**src/rtl/risc_pkg.sv**
```systemverilog
// risc_pkg: shared definitions for the 8-bit RISC CPU fetch path.
//   AW/DW/OPW  : address, data-bus and opcode widths (AW + OPW == 2*DW)
//   IR_W       : instruction register width (two bus bytes)
//   fetch_state_t : fetch FSM state encoding
package risc_pkg;

    localparam int AW   = 13;
    localparam int DW   = 8;
    localparam int OPW  = 3;
    localparam int IR_W = 2 * DW;

    // IR field positions: opcode in the top OPW bits, operand address below.
    localparam int IR_OP_MSB   = IR_W - 1;
    localparam int IR_OP_LSB   = AW;
    localparam int IR_ADDR_MSB = AW - 1;

    typedef enum logic [1:0] {
        ST_IDLE     = 2'd0,
        ST_FETCH_HI = 2'd1,
        ST_FETCH_LO = 2'd2,
        ST_VALID    = 2'd3
    } fetch_state_t;

endpackage

```
**src/rtl/fetch_unit_if.sv**
```systemverilog
// fetch_unit_if: bundles the controller handshake and program-memory bus
// signals of the fetch stage.
//   master : the fetch unit (drives mem_rd, addr_sel, pc_addr, ir_addr,
//            opcode, ir_valid; receives fetch_req, ir_ready, pc_load,
//            mem_data, mem_ack)
//   slave  : the environment (controller + memory), opposite directions
interface fetch_unit_if;
    import risc_pkg::*;

    logic           fetch_req;
    logic           ir_ready;
    logic           pc_load;
    logic [DW-1:0]  mem_data;
    logic           mem_ack;
    logic           mem_rd;
    logic           addr_sel;
    logic [AW-1:0]  pc_addr;
    logic [AW-1:0]  ir_addr;
    logic [OPW-1:0] opcode;
    logic           ir_valid;

    modport master (
        input  fetch_req, ir_ready, pc_load, mem_data, mem_ack,
        output mem_rd, addr_sel, pc_addr, ir_addr, opcode, ir_valid
    );

    modport slave (
        output fetch_req, ir_ready, pc_load, mem_data, mem_ack,
        input  mem_rd, addr_sel, pc_addr, ir_addr, opcode, ir_valid
    );

endinterface

```
**src/rtl/fetch_unit_pc_counter.sv**
```systemverilog
// pc_counter: W-bit program counter.
//   clk, rst_n  : clock, asynchronous active-low reset (clears to 0)
//   load_i      : synchronous load of load_val_i (wins over inc_i)
//   load_val_i  : value to load
//   inc_i       : increment by one, wrapping modulo 2^W
//   pc_o        : current counter value
module pc_counter
    import risc_pkg::*;
#(
    parameter int W = AW
) (
    input  logic         clk,
    input  logic         rst_n,
    input  logic         load_i,
    input  logic [W-1:0] load_val_i,
    input  logic         inc_i,
    output logic [W-1:0] pc_o
);

    logic [W-1:0] pc_q;
    logic [W-1:0] pc_d;

    always_comb begin
        pc_d = pc_q;
        if (load_i) begin
            pc_d = load_val_i;
        end else if (inc_i) begin
            // Natural W-bit overflow provides the wrap to zero.
            pc_d = pc_q + {{(W-1){1'b0}}, 1'b1};
        end
    end

    always_ff @(posedge clk or negedge rst_n) begin
        if (!rst_n) begin
            pc_q <= '0;
        end else begin
            pc_q <= pc_d;
        end
    end

    assign pc_o = pc_q;

endmodule

```
**src/rtl/fetch_unit.sv**
```systemverilog
// fetch_unit: instruction fetch stage. Fetches a 16-bit instruction as two
// bytes (high byte first) over the 8-bit memory bus, holds it in the IR and
// offers it to the controller with a valid/ready handshake.
//   clk   : clock, rising edge
//   rst_n : asynchronous active-low reset
//   bus   : fetch_unit_if.master (controller handshake + memory bus)
module fetch_unit
    import risc_pkg::*;
(
    input  logic          clk,
    input  logic          rst_n,
    fetch_unit_if.master  bus
);

    fetch_state_t    state_q;
    fetch_state_t    state_d;
    logic [IR_W-1:0] ir_q;
    logic            mem_rd_q;
    logic            addr_sel_q;
    logic            ir_valid_q;
    logic [AW-1:0]   pc;
    logic            ack_hi;
    logic            ack_lo;

    // A jump on the same edge as an ack discards the byte and the increment.
    assign ack_hi = (state_q == ST_FETCH_HI) && bus.mem_ack && !bus.pc_load;
    assign ack_lo = (state_q == ST_FETCH_LO) && bus.mem_ack && !bus.pc_load;

    always_comb begin
        state_d = state_q;
        if (bus.pc_load) begin
            state_d = ST_IDLE;
        end else begin
            case (state_q)
                ST_IDLE:     if (bus.fetch_req) state_d = ST_FETCH_HI;
                ST_FETCH_HI: if (bus.mem_ack)   state_d = ST_FETCH_LO;
                ST_FETCH_LO: if (bus.mem_ack)   state_d = ST_VALID;
                ST_VALID: begin
                    if (bus.ir_ready) begin
                        state_d = bus.fetch_req ? ST_FETCH_HI : ST_IDLE;
                    end
                end
                default:     state_d = ST_IDLE;
            endcase
        end
    end

    // Outputs are registered from the next state so they align with state_q
    // and never see an input combinationally.
    always_ff @(posedge clk or negedge rst_n) begin
        if (!rst_n) begin
            state_q    <= ST_IDLE;
            ir_q       <= '0;
            mem_rd_q   <= 1'b0;
            addr_sel_q <= 1'b1;
            ir_valid_q <= 1'b0;
        end else begin
            state_q    <= state_d;
            mem_rd_q   <= (state_d == ST_FETCH_HI) || (state_d == ST_FETCH_LO);
            addr_sel_q <= (state_d == ST_IDLE) || (state_d == ST_VALID);
            ir_valid_q <= (state_d == ST_VALID);
            if (ack_hi) begin
                ir_q[IR_W-1:DW] <= bus.mem_data;
            end
            if (ack_lo) begin
                ir_q[DW-1:0] <= bus.mem_data;
            end
        end
    end

    pc_counter #(
        .W (AW)
    ) u_pc (
        .clk        (clk),
        .rst_n      (rst_n),
        .load_i     (bus.pc_load),
        .load_val_i (ir_q[IR_ADDR_MSB:0]),
        .inc_i      (ack_hi || ack_lo),
        .pc_o       (pc)
    );

    assign bus.mem_rd   = mem_rd_q;
    assign bus.addr_sel = addr_sel_q;
    assign bus.ir_valid = ir_valid_q;
    assign bus.pc_addr  = pc;
    assign bus.ir_addr  = ir_q[IR_ADDR_MSB:0];
    assign bus.opcode   = ir_q[IR_OP_MSB:IR_OP_LSB];

endmodule

```
**src/flat_wrapper.sv**
```systemverilog
// flat-port wrapper written by rule: the top's interface ports become plain ports
module fetch_unit_flat import risc_pkg::*;
  (clk, rst_n, bus_fetch_req, bus_ir_ready, bus_pc_load, bus_mem_data, bus_mem_ack, bus_mem_rd, bus_addr_sel, bus_pc_addr, bus_ir_addr, bus_opcode, bus_ir_valid);
  fetch_unit_if bus_i ();
  input  logic clk;
  input  logic rst_n;
  input wire logic [$bits(bus_i.fetch_req)-1:0] bus_fetch_req;
  input wire logic [$bits(bus_i.ir_ready)-1:0] bus_ir_ready;
  input wire logic [$bits(bus_i.pc_load)-1:0] bus_pc_load;
  input wire logic [$bits(bus_i.mem_data)-1:0] bus_mem_data;
  input wire logic [$bits(bus_i.mem_ack)-1:0] bus_mem_ack;
  output wire logic [$bits(bus_i.mem_rd)-1:0] bus_mem_rd;
  output wire logic [$bits(bus_i.addr_sel)-1:0] bus_addr_sel;
  output wire logic [$bits(bus_i.pc_addr)-1:0] bus_pc_addr;
  output wire logic [$bits(bus_i.ir_addr)-1:0] bus_ir_addr;
  output wire logic [$bits(bus_i.opcode)-1:0] bus_opcode;
  output wire logic [$bits(bus_i.ir_valid)-1:0] bus_ir_valid;
  assign bus_i.fetch_req = bus_fetch_req;
  assign bus_i.ir_ready = bus_ir_ready;
  assign bus_i.pc_load = bus_pc_load;
  assign bus_i.mem_data = bus_mem_data;
  assign bus_i.mem_ack = bus_mem_ack;
  assign bus_mem_rd = bus_i.mem_rd;
  assign bus_addr_sel = bus_i.addr_sel;
  assign bus_pc_addr = bus_i.pc_addr;
  assign bus_ir_addr = bus_i.ir_addr;
  assign bus_opcode = bus_i.opcode;
  assign bus_ir_valid = bus_i.ir_valid;
  fetch_unit u_core (.clk(clk), .rst_n(rst_n), .bus(bus_i));
endmodule
```
**config.mk**
```make
export PLATFORM = sky130hd
export DESIGN_NAME = fetch_unit_flat
export DESIGN_NICKNAME = d
export VERILOG_FILES = /design/src/rtl/risc_pkg.sv /design/src/rtl/fetch_unit_if.sv /design/src/rtl/fetch_unit_pc_counter.sv /design/src/rtl/fetch_unit.sv /design/src/flat_wrapper.sv
export SDC_FILE = /design/constraint.sdc
export NUM_CORES = 1
export LEC_CHECK = 0
export BUFFER_PORTS_ARGS = -buffer_cell sky130_fd_sc_hd__buf_2
export CAP_MARGIN = 20
export CORE_MARGIN = 2
export CORE_UTILIZATION = 47
export CTS_CLUSTER_DIAMETER = 200
export DETAILED_ROUTE_END_ITERATION = 12
export PLACE_DENSITY = 0.79
export SETUP_SLACK_MARGIN = 0.05
export SYNTH_ARGS = -nofsm -noshare
export SYNTH_HDL_FRONTEND = slang
export SYNTH_SLANG_ARGS = --single-unit
```
**constraint.sdc**
```tcl
create_clock -name clk -period 2.4 [get_ports clk]
set_clock_uncertainty 0.15 [all_clocks]
set_input_delay 0.24 -clock clk [delete_from_list [all_inputs] [get_ports clk]]
set_output_delay 0.24 -clock clk [all_outputs]
set_load 0.01 [all_outputs]
```
==> reports/results.ini <==
[synth]
yosys.cell_count.top_type = dfrtp_1
synthCells = 131
synth_common_cells = 33 x dfrtp_1, 19 x mux2_2, 16 x nand2_1
avgSynthCellArea_um2 = 12.09
synthArstFlopShare_pct = 100.0
ys_types = 27
synth-edff-count = 0
synth-main-ff-cell = dfrtp_1
synthTopCellsByArea = dfrtp_1 52%, mux2_2 14%, xnor2_1 3.9%
yosysWarnings = 0
yosysTopAreaCellShare_pct = 52.13
synth-seq-cells = 34
netlist_area_um2 = 1584
yosys.area.top_type = dfrtp_1
yosysSeqAreaShare_pct = 53.79
syn_nets = 147

[grt]
grt_pass1_wl_um = 5188
antenna_found_initial = 0
grt_pass1_vias = 1101
grt_overflow = 0
grt_max_degree = 35
grt_usage_pct = 19.10

[clock_network]
clk_pin_slew_ns = 0.10
cts_tree = done
htreeDepth = 2
cts.sinks = 34
cts_buffers = 5
cts_buffer_depth = 2
clk_latency_ns = 0.33
cts-root-buf = clkbuf_4

[sta]
relSlewSlack_pct = 50.10
finalHoldViolations = 0
fin_crit_sh_pct = 76.94
fin_setup_tns_ns = 0
maxSlewViolCount = 0
timing.fmax_ghz = 0.5416
rsz0062_at_grt = no
setup_viol = 0
worst_pin_slew_ns = 0.7485
final.min_clock_period_ns = 1.847

[worst_setup_path]
slowest_stage = dfrtp_1
ff2ff_setup_slack_ns = 0.55
startpoint = u_core.state_q[0]$_DFF_PN0_
worstPathArrival_ns = 1.92
worstPathMaxFanout = 10
cp_slowest_stage_delay_ns = 0.54
crit_path_end_kind = flip-flop
critPathBufInv = 0
startpoint_type = flip-flop
required_ns = 2.48
path_class = flip-flop to flip-flop
reg2reg_to = u_core.u_pc.pc_o[12]$_DFFE_PN0P_
cp_top_family = flip-flops
r2r_start = u_core.state_q[0]$_DFF_PN0_
path_cells = xnor2_4, nor4_1, xor2_1, mux2_2
reg2reg_depth = 4

[place]
dpl_cell_area_um2 = 1841
dp_hpwl_um = 2452
gp_congestion = 0.9698
port_buffers = 45

[die]
die_h_um = 62.06
die_w_um = 62.06
core_um2 = 3284
die_area_um2 = 3851
io_pins = 46
start_util_pct = 48.23
num_rows = 21

[worst_hold_path]
min_path_type = input port to flip-flop
min_from = bus_mem_data[0]
hold_end = u_core.ir_q[8]$_DFFE_PN0P_
hold_depth = 2

[route]
post_drt_wl_per_cell_um = 14.58
ant_nets = 0
dr_wl_met2_um = 1642
drt-pass1-iter-count = 4
drt_wl_total_um = 3398
post_drt_via_cell_ratio = 5.180
wl_met1_um = 1554
dr_wl_met3_um = 143
drt_first_iter_violations = 137
highest_layer = met4
num_vias = 1207
drc = 0

[power]
power_leakage_nw = 0.9024
irDropWorstVdd_uv = 402.1
power_density_nw_per_um2 = 908.3

[finish]
area_growth_pct = 25.04
drive_gt1_share_pct = 41.18
post-route-cell-area_um2 = 1981
final_nets = 202
diodes = 0

[outcome]
outcome = finished, final reports clean

[job]
cap_viol_max_count = 0

[flip-flops by register name, indices dropped and copies added, names as in the netlist]
name                 flops
u_core.ir_q             16
u_core.u_pc.pc_o        13
u_core.state_q           2
u_core.bus.addr_sel      1
u_core.bus.mem_rd        1
u_core.bus.ir_valid      1
[area by class of cell]
cell class | instances | area (µm²)
Clock inverter | 1 | 5.005
Sequential cell | 34 | 852.1
Timing Repair Buffer | 53 | 305.3
Fill cell | 273 | 1304
Clock buffer | 7 | 55.05
Tap cell | 46 | 57.56
Inverter | 2 | 7.507
Multi-Input combinational cell | 90 | 698.2
[how the worst max path moves through the flow]
stage / to / slack (ns) / cells after the start
floorplan: u_core.u_pc.pc_o[10]$_DFFE_PN0P_ / 0.71 / 5
global placement: u_core.u_pc.pc_o[12]$_DFFE_PN0P_ / 0.60 / 4
detailed placement: u_core.ir_q[15]$_DFFE_PN0P_ / 0.53 / 3
CTS: u_core.ir_q[15]$_DFFE_PN0P_ / 0.51 / 3
global route: u_core.u_pc.pc_o[11]$_DFFE_PN0P_ / 0.42 / 4
finish: u_core.u_pc.pc_o[12]$_DFFE_PN0P_ / 0.55 / 4
[cell usage in the layout, fill, tap and decap left out, types with 2 or more instances in the layout]
cell,n
nor4_1,3
nand3_1,4
mux2_2,19
dfrtp_1,33
buf_2,45
xnor2_1,7
inv_1,2
nand4_1,6
xor2_1,6
ha_1,2
o21ai_0,10
nand2_1,16
nor3_1,4
clkbuf_4,5
a211oi_1,2
dlygate4sd3_1,8
[cells by family after synthesis]
logic type	synth area share (%)
compound gates	4.818
xor+xnor	8.926
fa+ha+maj	1.580
buf+inv	2.133
flops	53.79
mux	14.14
simple gates	14.61
[power breakdown]
group	internal [mW]	leakage, nW	switching, mW
clock network	0.142	0.0353	0.185
registers	0.742	0.425	0.177
logic	0.284	0.442	0.269
total	1.17	0.902	0.630
[what timing repair did]
item,4_1_cts,5_1_grt
gates resized for setup,0,0
hold buffers,6,2
hold endpoints to repair,41,2
buffers inserted,0,0
[routing by layer]
metal | track usage (%) | vias up
li1 | - | 579
met1 | 25.60 | 585
met2 | 29.17 | 36
met3 | 4.348 | 7
met4 | 9.422 | 0
met5 | 0 | -
[stage by stage]
step / power (mW) / hold slack (ns) / setup WS (ns) / util [%] / instances
final: 1.799 / 0.01973 / 0.5535 / 60.30 / 233
after detailed placement: 1.478 / 0.1983 / 0.5291 / 56.04 / 217
after global routing: 1.926 / 0.006369 / 0.4151 / 60.30 / 233
after CTS: 1.816 / 0.0001400 / 0.5126 / 59.70 / 231
after floorplan: 1.213 / -0.2056 / 0.7146 / - / 131
after global placement: 1.444 / 0.1788 / 0.5983 / 56.04 / 217
[worst register-to-register path, cell delays in order (launching register included)]
cell and delay (ns):
dfrtp_1 0.54, xnor2_4 0.27, nor4_1 0.41, xor2_1 0.11
mux2_2 0.27
No activity file was read; power rests on OpenSTA's default activity.
